File: config.mk
export PLATFORM = sky130hd
export DESIGN_NAME = gamepad_multi_receiver
export DESIGN_NICKNAME = d
export VERILOG_FILES = /design/src/rtl/gamepad_multi_receiver.sv
export SDC_FILE = /design/constraint.sdc
export NUM_CORES = 1
export LEC_CHECK = 0
export CORE_UTILIZATION = 55
export CTS_BUF_LIST = sky130_fd_sc_hd__clkbuf_8
export DETAILED_ROUTE_END_ITERATION = 10
export HOLD_SLACK_MARGIN = 0.03
export PLACE_DENSITY = 0.8
export SYNTH_ARGS = -nofsm -noshare
export SYNTH_HDL_FRONTEND = slang
export SYNTH_SLANG_ARGS = --single-unit
File: constraint.sdc
create_clock -name clk_50 -period 3.6 [get_ports clk_50]
set_input_delay 0.72 -clock clk_50 [delete_from_list [all_inputs] [get_ports clk_50]]
set_output_delay 0.72 -clock clk_50 [all_outputs]
set_load 0.01 [all_outputs]
File: src/rtl/gamepad_multi_receiver.sv
// gamepad_multi_receiver: polls NUM_PADS NES/SNES pads over a shared
// latch/clock pair at a fixed frame rate. Each pad has its own serial
// data line. The receiver presents registered, active-high button
// vectors, a connection flag per pad, and change pulses per pad.

// Per-pad lane: holds the shift capture and the committed outputs for one pad
module gamepad_pad_lane (
  input  logic        clk_50,
  input  logic        reset,
  input  logic        data_bit,
  input  logic        sample_en,
  input  logic [3:0]  sample_idx,
  input  logic        commit_en,
  input  logic        mode_snes,
  output logic [11:0] buttons,
  output logic        connected,
  output logic        changed
);

  logic [15:0] raw_q;
  logic [11:0] pressed;
  logic [11:0] btn_nx;
  logic        conn_nx;

  // Capture one serial bit at the end of each high clock phase
  always_ff @(posedge clk_50) begin
    if (reset)          raw_q <= '0;
    else if (sample_en) raw_q[sample_idx] <= data_bit;
  end

  // Decode the raw frame: lines are active-low; an all-pressed frame means
  // nothing is driving the line, and SNES pads always send 1s in bits 12..15
  always_comb begin
    pressed = ~raw_q[11:0];
    if (!mode_snes) pressed[11:8] = 4'b0;
    if (mode_snes) conn_nx = (&raw_q[15:12]) && (|raw_q[11:0]);
    else           conn_nx = |raw_q[7:0];
    btn_nx = conn_nx ? pressed : 12'h000;
  end

  // Commit outputs on the frame's DONE cycle; change flag is a single pulse
  always_ff @(posedge clk_50) begin
    if (reset) begin
      buttons   <= '0;
      connected <= 1'b0;
      changed   <= 1'b0;
    end else begin
      changed <= 1'b0;
      if (commit_en) begin
        buttons   <= btn_nx;
        connected <= conn_nx;
        changed   <= (btn_nx != buttons);
      end
    end
  end

endmodule

module gamepad_multi_receiver #(
  parameter int NUM_PADS  = 2,
  parameter int HALF_CYC  = 300,
  parameter int LATCH_CYC = 600,
  parameter int POLL_CYC  = 833333
) (
  input  logic                    clk_50,
  input  logic                    reset,
  input  logic [NUM_PADS-1:0]     data,
  input  logic                    is_snes,
  output logic                    controller_latch,
  output logic                    controller_clk,
  output logic [NUM_PADS*12-1:0]  buttons,
  output logic [NUM_PADS-1:0]     connected,
  output logic [NUM_PADS-1:0]     changed,
  output logic                    valid
);

  localparam int PW   = (POLL_CYC > 1) ? $clog2(POLL_CYC) : 1;
  localparam int CMAX = (LATCH_CYC > HALF_CYC) ? LATCH_CYC : HALF_CYC;
  localparam int CW   = $clog2(CMAX + 1);

  typedef enum logic [2:0] {
    ST_IDLE, ST_LATCH, ST_BIT_HI, ST_BIT_LO, ST_DONE
  } state_t;

  state_t        state, state_nx;
  logic [PW-1:0] poll_cnt;
  logic [CW-1:0] phase_cnt;
  logic [3:0]    bit_idx;
  logic [3:0]    bit_last;
  logic          mode_q;
  logic          frame_start;
  logic          latch_end;
  logic          half_end;
  logic          sample_en;
  logic          commit_en;
  logic          latch_nx, clk_nx, valid_nx;

  logic [NUM_PADS-1:0][11:0] btn_lane;

  assign frame_start = (state == ST_IDLE) && (poll_cnt == '0);
  assign latch_end   = (phase_cnt == CW'(LATCH_CYC - 1));
  assign half_end    = (phase_cnt == CW'(HALF_CYC - 1));
  assign bit_last    = mode_q ? 4'd15 : 4'd7;
  assign sample_en   = (state == ST_BIT_HI) && half_end;
  assign commit_en   = (state_nx == ST_DONE);

  // Free-running frame-rate counter; a frame starts whenever it reads zero
  always_ff @(posedge clk_50) begin
    if (reset)                                poll_cnt <= '0;
    else if (poll_cnt == PW'(POLL_CYC - 1))   poll_cnt <= '0;
    else                                      poll_cnt <= poll_cnt + 1'b1;
  end

  // FSM state register
  always_ff @(posedge clk_50) begin
    if (reset) state <= ST_IDLE;
    else       state <= state_nx;
  end

  // FSM next-state logic
  always_comb begin
    state_nx = state;
    case (state)
      ST_IDLE:   if (frame_start) state_nx = ST_LATCH;
      ST_LATCH:  if (latch_end)   state_nx = ST_BIT_HI;
      ST_BIT_HI: if (half_end)    state_nx = ST_BIT_LO;
      ST_BIT_LO: if (half_end)    state_nx = (bit_idx == bit_last) ? ST_DONE : ST_BIT_HI;
      ST_DONE:                    state_nx = ST_IDLE;
      default:                    state_nx = ST_IDLE;
    endcase
  end

  // Phase timer restarts on every state change; bit index advances per low phase
  always_ff @(posedge clk_50) begin
    if (reset) begin
      phase_cnt <= '0;
      bit_idx   <= '0;
      mode_q    <= 1'b0;
    end else begin
      phase_cnt <= (state_nx != state) ? '0 : phase_cnt + 1'b1;
      if (state == ST_IDLE)
        bit_idx <= '0;
      else if (state == ST_BIT_LO && state_nx == ST_BIT_HI)
        bit_idx <= bit_idx + 1'b1;
      if (frame_start) mode_q <= is_snes;
    end
  end

  // FSM output decode, taken from the next state so the pins come straight off flops
  always_comb begin
    latch_nx = (state_nx == ST_LATCH);
    clk_nx   = (state_nx != ST_BIT_LO);
    valid_nx = (state_nx == ST_DONE);
  end

  // Registered pad-facing strobes and the frame valid pulse
  always_ff @(posedge clk_50) begin
    if (reset) begin
      controller_latch <= 1'b0;
      controller_clk   <= 1'b1;
      valid            <= 1'b0;
    end else begin
      controller_latch <= latch_nx;
      controller_clk   <= clk_nx;
      valid            <= valid_nx;
    end
  end

  for (genvar p = 0; p < NUM_PADS; p++) begin : g_lane
    gamepad_pad_lane u_lane (
      .clk_50     (clk_50),
      .reset      (reset),
      .data_bit   (data[p]),
      .sample_en  (sample_en),
      .sample_idx (bit_idx),
      .commit_en  (commit_en),
      .mode_snes  (mode_q),
      .buttons    (btn_lane[p]),
      .connected  (connected[p]),
      .changed    (changed[p])
    );
  end

  assign buttons = btn_lane;

endmodule

Word-level counts from Yosys, hierarchy flattened
Index checks and enable logic that the tools add are counted.
{"block": "word_totals", "ff_bits": 101, "inputBits": 5}
{"block": "classes", "mux": 17, "n_lt_le_gt_ge": 2, "bitwise": 3, "reduce_logical": 18, "eq_ne": 14, "add_sub_neg": 3}
{"operator": "16-bit bitwise mux", "count": 2}
{"operator": "12-bit 2-to-1 mux", "count": 2}
{"operator": "12-bit inequality test", "count": 2}
{"operator": "12-bit inverter", "count": 2}
{"operator": "12-bit OR reduction", "count": 2}
{"operator": "20-bit by 1-bit adder with 20-bit output, second input constant", "count": 1}
{"operator": "20-bit == test, second input constant", "count": 1}
{"operator": "20-bit zero test", "count": 1}
{"operator": "8-bit OR reduction", "count": 2}
{"operator": "3-bit 2-to-1 mux", "count": 5}
{"operator": "4-bit 2-to-1 mux", "count": 3}
{"operator": "3-bit case mux with 4 select lines", "count": 1}
{"operator": "10-bit by 1-bit adder with 10-bit output, second input constant", "count": 1}
{"operator": "10-bit == test, second input constant", "count": 1}
{"operator": "10-bit by 9-bit == test with 1-bit output, second input constant", "count": 1}
{"operator": "3-bit by 2-bit == test with 1-bit output, second input constant", "count": 3}
{"operator": "4-bit AND reduction", "count": 2}
{"operator": "2-bit OR reduction", "count": 4}
{"operator": "3-bit by 1-bit == test with 1-bit output, second input constant", "count": 2}
{"operator": "1-bit logical AND", "count": 6}
{"operator": "4-bit by 5-bit < comparator with 1-bit output, second input constant", "count": 1}
{"operator": "4-bit by 1-bit adder with 4-bit output, second input constant", "count": 1}
{"operator": "1-bit demux with 4-bit select", "count": 1}
{"operator": "4-bit == test", "count": 1}
{"operator": "7 further kinds", "count": 9}

Logic depth before layout (Yosys ltp)
Gate-level depths: netlist of the first run.
{"block": "logic_depth", "word_depth": 8, "depth_mapped": 9, "mapped_depth_nobuf": 7}

Modules after synthesis
From an unflattened synthesis of the first run, not the netlist that was laid out.
{"block": "unflattened", "hier_cells": 570, "area_unflattened_um2": 4807.1}
{"module": "gamepad_pad_lane", "n_inst": 2, "area_per_inst_um2": 1472.7, "cells_each": 177}
{"module": "gamepad_multi_receiver", "n_inst": 1, "area_per_inst_um2": 1861.8, "cells_each": 216}

Worst setup path before layout of the first run
Ideal clock, no wire load.
{"block": "synth_timing", "path_type": "register to register", "start": "register g_lane[0].u_lane.raw_q[7]", "end": "register g_lane[0].u_lane.changed", "path_slack_ps": 1356, "period_less_slack_ps": 2244, "path_buffers": 0, "setup_ps": 120, "path_stages_with_launch": 7, "arrival_time_ps": 2125, "cell_sequence": "dfxtp_1 -> or4_4 -> o311ai_4 -> mux2_1 -> a21oi_1 -> o21ai_1 -> o31a_1"}
{"block": "synth_between", "elab_chain_len": 5, "word_cells_on_any_way": 7, "classes_between": "eq/ne (1); mux (2); bitwise (1); reduce/logical (3)"}
{"element": "from (decl)", "line_no": "20", "text": "logic [15:0] raw_q;"}
{"element": "from (signal, indexed assignment)", "line_no": "28", "text": "else if (sample_en) raw_q[sample_idx] <= data_bit;"}
{"element": "12-bit OR reduction", "line_no": "36", "text": "if (mode_snes) conn_nx = (&raw_q[15:12]) && (|raw_q[11:0]);"}
{"element": "1-bit logical AND", "line_no": "36"}
{"element": "1-bit 2-to-1 mux", "line_no": "36"}
{"element": "12-bit 2-to-1 mux *", "line_no": "38", "text": "btn_nx = conn_nx ? pressed : 12'h000;"}
{"element": "12-bit inequality test *", "line_no": "52", "text": "changed <= (btn_nx != buttons);"}
{"element": "to (signal assigned)", "line_no": "52"}
{"element": "to (decl)", "line_no": "17", "text": "output logic changed"}
Every way passes the cells marked *; elsewhere a longest branch is shown, timed or not.
A chain may end at the register's enable or synchronous reset.

Worst setup path after layout of the first run
Same ends and word-level chain as after synthesis.

==> results of run 1 <==
## power groups by stage
stage,Combinational [uW],Clock [uW],Sequential [uW]
3_3_place_gp,69.6,0,1170
3_5_place_dp,71.6,0,1170
2_1_floorplan,61.3,0,1160
4_1_cts,72.2,742,1150
5_1_grt,80.1,789,1150
6_report,72.0,726,1150
## registers in the layout, summed over array words and instances, names as in the netlist
signal	flops
controller_clk	1
g_lane.u_lane.raw_q	32
controller_latch	1
g_lane.u_lane.connected	2
valid	1
g_lane.u_lane.buttons	24
mode_q	1
state	3
bit_idx	4
phase_cnt	10
g_lane.u_lane.changed	2
poll_cnt	20
## area by class of cell
cell class	instances	area, um2
clock buffer	11	151
clock inverter	4	48.8
fill	708	2990
inverter	9	33.8
multi-input combinational	417	2560
sequential	101	2020
tap	105	131
timing repair buffer	37	360
## cell families (layout without fill, tap and decap cells)
kind of cell	Yosys count	count (layout)	synth area share, %
AOI/OAI and AO/OA	72	72	9.77
xor gates and xnor gates	50	50	9.33
adders and majority gates	7	7	1.83
buffers and inverters	44	61	4.11
DFF	101	101	42.3
muxes	12	12	2.54
and+or+nand+nor	276	276	30.1
## cells in the mapped netlist (2+ instances only)
cell type	number
xnor2_1	30
a21oi_1	53
nand3b_1	2
and4_1	3
nor4b_1	4
nand4_1	9
and2_1	2
o31a_1	2
and3_1	7
a211oi_1	2
nand3_1	41
buf_4	4
a31oi_1	2
ha_1	7
nand4b_1	2
nand2_1	53
o32ai_1	2
mux2i_1	11
nor4_1	8
or4_4	2
dfxtp_1	101
nor3_1	25
inv_1	9
xor2_1	19
o41ai_1	2
nand4bb_1	2
nor2_1	96
buf_2	7
nor4b_4	5
nand2b_1	2
buf_1	2
nor2b_1	6
clkbuf_1	21
## per-stage QoR
stage / power, uW / util (%)
2_1_floorplan: 1220 / -
3_3_place_gp: 1240 / 61.6
3_5_place_dp: 1240 / 61.6
4_1_cts: 1960 / 64.0
5_1_grt: 2020 / 64.0
6_report: 1940 / 64.0
## worst max path at each step
stage | end | depth (start not counted) | from | slack (ns)
3_3_place_gp | g_lane[0].u_lane.changed | 6 | g_lane[0].u_lane.raw_q[7] | 1.28
5_1_grt | g_lane[0].u_lane.changed | 6 | g_lane[0].u_lane.raw_q[7] | 1.05
4_1_cts | g_lane[0].u_lane.changed | 6 | g_lane[0].u_lane.raw_q[7] | 1.18
2_1_floorplan | g_lane[0].u_lane.changed | 6 | g_lane[0].u_lane.raw_q[7] | 1.36
6_report | g_lane[0].u_lane.changed | 6 | g_lane[0].u_lane.raw_q[7] | 1.20
3_5_place_dp | g_lane[0].u_lane.changed | 6 | g_lane[0].u_lane.raw_q[7] | 1.20
## metal layers
metal	routed length (um)	GRT usage [%]	vias up
met2	4460	36.1	92
met3	526	4.15	15
met4	163	7.95	0
li1	-	-	1962
met1	4560	32.6	1877
met5	0	0	-
==> results_dict.tcl, run 1 <==
set metrics [dict create \
    outcome "complete, no violations" \
    antennaDiodeCount 0 \
    cts_buffer_depth 2 \
    grt_pass1_vias 3542 \
    r2r-start "g_lane[0].u_lane.raw_q[7]" \
    whs_endpoint "phase_cnt[0]" \
    syn2layout_area_growth_pct 11.2 \
    routed_wirelength_um 9710 \
    worst-path-buf-inv 0 \
    seqPwrFrac_pct 59.0 \
    fin_tns_setup_ns 0 \
    cts.reportedPaths.clkPinSlew_ns 0.09 \
    max_slew_margin_pct 51.2 \
    drv_cap 0 \
    synth_fp_nets 574 \
    synth.top_cell.area_share_pct 42.3 \
    cts_setup_buffers 0 \
    tightest_slew_ns 0.731 \
    clock_latency_ns 0.36 \
    avgSynthCellArea_um2 8.50 \
    netlist_top_cells_area "dfxtp_1 42%, nor2_1 7.5%, a21oi_1 5.6%" \
    clockRootBuffer "clkbuf_8" \
    pre_cts_ws_ns 1.20 \
    rsz0062_at_grt "false" \
    reg2reg_slack_ns 1.20 \
    arrival_ns 2.65 \
    core_area_um2 8300 \
    p_int_uw 1510 \
    die_h_um 95.2 \
    p_comb_share_pct 3.7 \
    hold_depth 1 \
    stdcell_count 684 \
    hold_viol 0 \
    initial_core_util_pct 57.5 \
    endpoint_kind "flip-flop" \
    h-tree-depth 3 \
    die_w_um 95.2 \
    place_area_um2 5110 \
    grt-ovfl-total 0 \
    period_share_pct 66.8 \
    drv_slew 0 \
    cts_resized 0 \
    r2r_cells 6 \
    cp-start-kind "flip-flop" \
    fin_hold_ws_ns 0.475 \
    syn-cell-area_um2 4770 \
    clock.fmax_ghz 0.416 \
    p_switching_uw 438 \
    io_pins 36 \
    ys_types 52 \
    antenna_found_initial 0 \
    crit_slowest_cell "o32ai_4" \
    wl_per_cell_um 14.2 \
    worstPathCellList "or4_4, o32ai_4, nor2_1, xnor2_1, nand4_1, o31a_1" \
    synth-seq-cells 101 \
    rows 33 \
    final_cell_area_um2 5310 \
    drc 0 \
    p_leak_uw 0.00183 \
    crit_type "reg -> reg" \
    period_needed_ns 2.40 \
    pwr_density_cell_nw_per_um2 366 \
    hp-class "reg -> reg" \
    hp-start "phase_cnt[0]" \
    skew_ns 0.0124 \
    synthFlopType "dfxtp_1" \
    grt_max_degree 55 \
    cts_made_buffers 9 \
    cp_slowest_stage_delay_ns 0.64 \
    seq_area_frac_synth_pct 42.3 \
    clock-sinks 101 \
    placed_cells 669 \
    setup_viol 0 \
    nets 587 \
    dp_hpwl_um 6810 \
    gp_congestion 0.822 \
    dieArea_um2 9060 \
    postRouteAntennaNets 0 \
    clkPwrFrac_pct 37.3 \
    fin_ws_ns 1.20 \
    synth-edff-count 0 \
    swShare_pct 22.5 \
    vias 3946 \
    vias_per_cell 5.77 \
    yosys_warnings 0 \
    cp_top_family "compound AO/OA/AOI/OAI gates" \
    track_usage_pct 23.3 \
    cts_tree "done" \
    grt_pass1_wl_um 16800 \
    irDropWorstVdd_mv 0.220 \
    portBuffers 35 \
    cp.required_ns 3.84 \
    layout_common_cells "101 x dfxtp_1, 96 x nor2_1, 53 x nand2_1, 53 x a21oi_1, 41 x nand3_1" \
    timing.rr.end "g_lane[0].u_lane.changed" \
    final_common_cell "dfxtp_1" \
    drive_gt1_share_pct 5.70 \
    synthArstFlopShare_pct 0 \
    cp_max_fo 17 \
    syn_inst 562 \
    first_pass_iters 5 \
    yosys.area.top_type "dfxtp_1" \
    ctsHoldBuffers 0 \
    drt_iter0_drc 174 \
]
(Power assumes the default switching activity.)
==> run 2: changes to the inputs <==
- clock period: 3.6 -> 2.3 ns (I/O delays scaled with it)
==> run 2 against run 1 <==
  * Global-route usage rose by 0.66 points
  * Utilization rose by 1.7 points
  * Cell area up 2.7%
  * Fmax grew 12%
  * Non-clock buffer count rose by 20
  * Sequential share of layout area is 1.0 points lower
  * Worst setup slack got worse by 1.1 ns
  * Largest cell class unchanged
==> results_dict.tcl, run 2 (synthesis results as in run 1) <==
set metrics [dict create \
    gp_congestion 0.863 \
    hp-class "in -> reg" \
    cts_setup_buffers 0 \
    routed_wirelength_um 9970 \
    dieArea_um2 9060 \
    hold_viol 0 \
    fin_tns_setup_ns 0 \
    ctsHoldBuffers 0 \
    dp_hpwl_um 7130 \
    endpoint_kind "flip-flop" \
    crit_type "reg -> reg" \
    cp-start-kind "flip-flop" \
    finalPower_uw 2990 \
    drive_gt1_share_pct 9.02 \
    cp.required_ns 2.56 \
    wl_per_cell_um 14.2 \
    tightest_slew_ns 0.697 \
    place_area_um2 5270 \
    top_register "g_lane.u_lane.raw_q" \
    clockRootBuffer "clkbuf_8" \
    layout_common_cells "101 x dfxtp_1, 96 x nor2_1, 53 x nand2_1, 53 x a21oi_1, 41 x nand3_1" \
    syn2layout_area_growth_pct 14.2 \
    drt_iter0_drc 291 \
    vias_per_cell 5.64 \
    postRouteAntennaNets 0 \
    die_w_um 95.2 \
    cts.reportedPaths.clkPinSlew_ns 0.09 \
    track_usage_pct 24.0 \
    core_area_um2 8300 \
    fillers 662 \
    clock.fmax_ghz 0.464 \
    rows 33 \
    io_pins 36 \
    final_common_cell "dfxtp_1" \
    outcome "complete, no violations" \
    arrival_ns 2.42 \
    clock-sinks 101 \
    period_share_pct 93.7 \
    max_slew_margin_pct 53.4 \
    final_cell_area_um2 5450 \
    grt_max_degree 60 \
    pwr_density_cell_nw_per_um2 549 \
    largestRegisters "g_lane.u_lane.raw_q: 32 flops, g_lane.u_lane.buttons: 24 flops, poll_cnt: 20 flops" \
    setup_viol 0 \
    skew_ns 0.0103 \
    die_h_um 95.2 \
    cp_max_fo 2 \
    seqCellArea_um2 2020 \
    cts_buffer_depth 2 \
    grt-ovfl-total 0 \
    drc 0 \
    drv_slew 0 \
    drv_cap 0 \
    clock_latency_ns 0.38 \
    antenna_found_initial 0 \
    rsz0062_at_grt "false" \
    largest_reg_flops 32 \
    antennaDiodeCount 0 \
    cts_made_buffers 9 \
    multi_input_area_um2 2560 \
    nets 607 \
    irDropWorstVdd_mv 0.286 \
    grt_pass1_vias 3536 \
    fin_hold_ws_ns 0.353 \
    initial_core_util_pct 57.5 \
    grt_pass1_wl_um 16900 \
    cts_tree "done" \
    vias 3970 \
    p_leak_uw 0.00194 \
    cts_resized 0 \
    first_pass_iters 5 \
    h-tree-depth 3 \
    portBuffers 35 \
    period_needed_ns 2.15 \
]
==> run 2: cell types whose count changed in the layout (fill, tap and decap cells not counted), sizes merged <==
cell	delta
buf	+20
clkbuf	-2
clkinv	+3
clkinvlp	-1
==> run 2: final timing paths <==
| path | start | endpoint | slack [ns] | cells past startpoint |
|---|---|---|---|---|
| min reg2reg | phase_cnt[0] | phase_cnt[0] | 0.48 | 1 |
| max reg2reg | g_lane[0].u_lane.raw_q[7] | g_lane[0].u_lane.changed | 0.15 | 6 |
| min | reset | state[1] | 0.35 | 2 |
| max | g_lane[0].u_lane.raw_q[7] | g_lane[0].u_lane.changed | 0.15 | 6 |
==> run 2: power by group <==
group	switching, uW	internal, uW
sequential	14.5	1760
combinational	92.7	48.2
clock	584	487
==> run 2: metal layers <==
layer / GRT usage, % / vias up / share of wire, %
met5: 0 / - / 0
met4: 9.97 / 0 / 2.2
met3: 5.34 / 16 / 4.3
met2: 36.8 / 77 / 46
met1: 32.4 / 1880 / 47
li1: - / 1997 / -
==> run 2: final cells by class <==
type                       count  area share, %
clock buffer                   9           2.27
tap                          105           2.41
inverter                       9          0.620
clock inverter                 6           1.03
sequential                   101           37.1
timing repair buffer          57           9.59
multi-input combinational    417           47.0
==> run 2: worst max-delay path, stage by stage, from the launching register on <==
cell      delay [ns]
dfxtp_1         0.32
or4_4           0.57
o311ai_4        0.32
mux2_1          0.34
a21oi_1         0.14
o21ai_1         0.07
o31a_1          0.29
==> run 2: per-stage QoR <==
stage	worst slack, ns	util, %	cells
after floorplan	0.0558	-	562
after global placement	0.165	63.5	689
after detailed placement	0.0996	63.5	689
after CTS	0.0485	65.7	704
after global routing	0.0428	65.7	704
final	0.145	65.7	704
==> run 3: changes to the inputs <==
- ABC_CLOCK_PERIOD_IN_PS: default -> 2800
- clock period: 2.3 -> 2.8 ns (I/O delays scaled with it)
==> run 3 against run 2 <==
  * Utilization is 1.2 points lower
  * Clock skew is 0.0038 ns higher
  * Largest cell class unchanged
  * Sequential power is 17% lower
  * Combinational power is 34% lower
  * Sequential share of layout area is 0.67 points higher
  * Die area stayed put
  * Cell count is 1.8% lower
  * Worst setup slack better by 0.31 ns
  * Non-clock buffer count is 13 lower
  * Global-route usage is 0.44 points lower
  * Fmax is 8.3% lower
==> results_dict.tcl, run 3 (synthesis results as in run 1) <==
set metrics [dict create \
    outcome "complete, no violations" \
    core_area_um2 8300 \
    dieArea_um2 9060 \
    arrival_ns 2.61 \
    max_slew_margin_pct 50.0 \
    endpoint "g_lane[0].u_lane.changed" \
    ctsHoldBuffers 0 \
    drv_slew 0 \
    clkPwrFrac_pct 36.4 \
    reg2reg_slack_ns 0.45 \
    setup_viol 0 \
    antennaDiodeCount 0 \
    worst-path-buf-inv 0 \
    p_switching_uw 563 \
    r2r_cells 6 \
    largest_reg_flops 32 \
    clock_latency_ns 0.36 \
    tightest_slew_ns 0.749 \
    gp_congestion 0.856 \
    p_leak_uw 0.00187 \
    grt_pass1_vias 3520 \
    cts_buffer_depth 2 \
    die_w_um 95.2 \
    rsz0062_at_grt "false" \
    worstPathCellList "or4_4, o311ai_4, mux2_1, a21oi_1, o21ai_1, o31a_1" \
    cts_resized 0 \
    routed_wirelength_um 9970 \
    track_usage_pct 23.6 \
    stdcell_count 691 \
    place_area_um2 5160 \
    startpoint "g_lane[0].u_lane.raw_q[7]" \
    hp-class "reg -> reg" \
    cts_made_buffers 9 \
    grt_pass1_wl_um 16700 \
    h-tree-depth 3 \
    period_share_pct 83.9 \
    cp-start-kind "flip-flop" \
    vias 3910 \
    syn2layout_area_growth_pct 12.2 \
    rows 33 \
    timing.rr.end "g_lane[0].u_lane.changed" \
    clock-sinks 101 \
    clockRootBuffer "clkbuf_8" \
    cts_tree "done" \
    initial_core_util_pct 57.5 \
    postRouteAntennaNets 0 \
    grt_max_degree 28 \
    crit_type "reg -> reg" \
    hold_viol 0 \
    largestRegisters "g_lane.u_lane.raw_q: 32 flops, g_lane.u_lane.buttons: 24 flops, poll_cnt: 20 flops" \
    swShare_pct 22.9 \
    critical_path_cell_count 6 \
    period_needed_ns 2.35 \
    drv_cap 0 \
    fin_ws_ns 0.451 \
    cts.reportedPaths.clkPinSlew_ns 0.09 \
    grt-ovfl-total 0 \
    cp_max_fo 9 \
    vias_per_cell 5.66 \
    skew_ns 0.0141 \
    drc 0 \
    wl_per_cell_um 14.4 \
    endpoint_kind "flip-flop" \
    final_cell_area_um2 5360 \
    cp.required_ns 3.06 \
    fin_hold_ws_ns 0.470 \
    crit_slowest_cell "or4_4" \
    clock.fmax_ghz 0.426 \
    p_int_uw 1900 \
    fin_tns_setup_ns 0 \
    nets 594 \
    portBuffers 35 \
    layout_common_cells "101 x dfxtp_1, 96 x nor2_1, 53 x nand2_1, 53 x a21oi_1, 41 x nand3_1" \
    first_pass_iters 4 \
    irDropWorstVdd_mv 0.300 \
    r2r-start "g_lane[0].u_lane.raw_q[7]" \
    p_comb_share_pct 3.7 \
    final_common_cell "dfxtp_1" \
    pre_cts_ws_ns 0.444 \
    top_register "g_lane.u_lane.raw_q" \
    dp_hpwl_um 7070 \
    pwr_density_cell_nw_per_um2 460 \
    cp_slowest_stage_delay_ns 0.58 \
    antenna_found_initial 0 \
    cp_top_family "compound AO/OA/AOI/OAI gates" \
    placed_cells 676 \
    drive_gt1_share_pct 7.00 \
    drt_iter0_drc 264 \
    cts_setup_buffers 0 \
    die_h_um 95.2 \
    io_pins 36 \
    seqPwrFrac_pct 59.8 \
    fillers 707 \
]
[run 3: changes by cell type in the layout (fill, tap and decap cells not counted)]
cell / before / now
bufinv_16: 1 / 0
clkinv_4: 0 / 1
a32o_1: 0 / 1
clkinv_2: 3 / 0
clkbuf_8: 9 / 13
a32o_2: 1 / 0
inv_1: 10 / 9
buf_4: 21 / 9
buf_12: 1 / 0
[run 3: power groups by stage]
stage / Combinational [uW] / Sequential (uW) / Clock [uW]
after global routing: 103 / 1480 / 968
after detailed placement: 92.2 / 1510 / 0
final: 92.4 / 1470 / 898
after floorplan: 78.8 / 1490 / 0
after CTS: 92.2 / 1470 / 910
after global placement: 90.0 / 1510 / 0
[run 3: layer usage]
layer  global-route usage [%]  share of wire, %
met5                        0                 0
met4                     8.21               1.5
met3                     5.02               3.9
met2                     36.4                46
met1                     32.4                49
[run 3: worst min-delay path by stage]
stage / startpoint / endpoint / slack [ns] / cells past startpoint
after floorplan: phase_cnt[0] / phase_cnt[0] / 0.43 / 1
after global placement: phase_cnt[0] / phase_cnt[0] / 0.44 / 1
after detailed placement: phase_cnt[0] / phase_cnt[0] / 0.46 / 1
after CTS: phase_cnt[0] / phase_cnt[0] / 0.48 / 1
after global routing: phase_cnt[0] / phase_cnt[0] / 0.50 / 1
final: phase_cnt[0] / phase_cnt[0] / 0.47 / 1
[run 3: area by class of cell]
class	count	area (um2)	share of cell area (%)
multi-input cells	417	2560	47.8
flip-flops and latches	101	2020	37.7
repair buffers	44	413	7.71
clock buffers	13	179	3.34
well taps	105	131	2.45
inverters	9	33.8	0.631
clock inverters	2	16.3	0.304
[run 3: worst reg2reg max path, stage by stage (launching register included)]
cell and delay [ns]:
dfxtp_1 0.35, or4_4 0.58, o311ai_4 0.46, mux2_1 0.36, a21oi_1 0.15, o21ai_1 0.07, o31a_1 0.28
[run 3: through the flow]
step | utilization (%) | power (uW)
2_1_floorplan | - | 1570
3_3_place_gp | 62.2 | 1600
3_5_place_dp | 62.2 | 1600
4_1_cts | 64.5 | 2480
5_1_grt | 64.5 | 2550
6_report | 64.5 | 2460
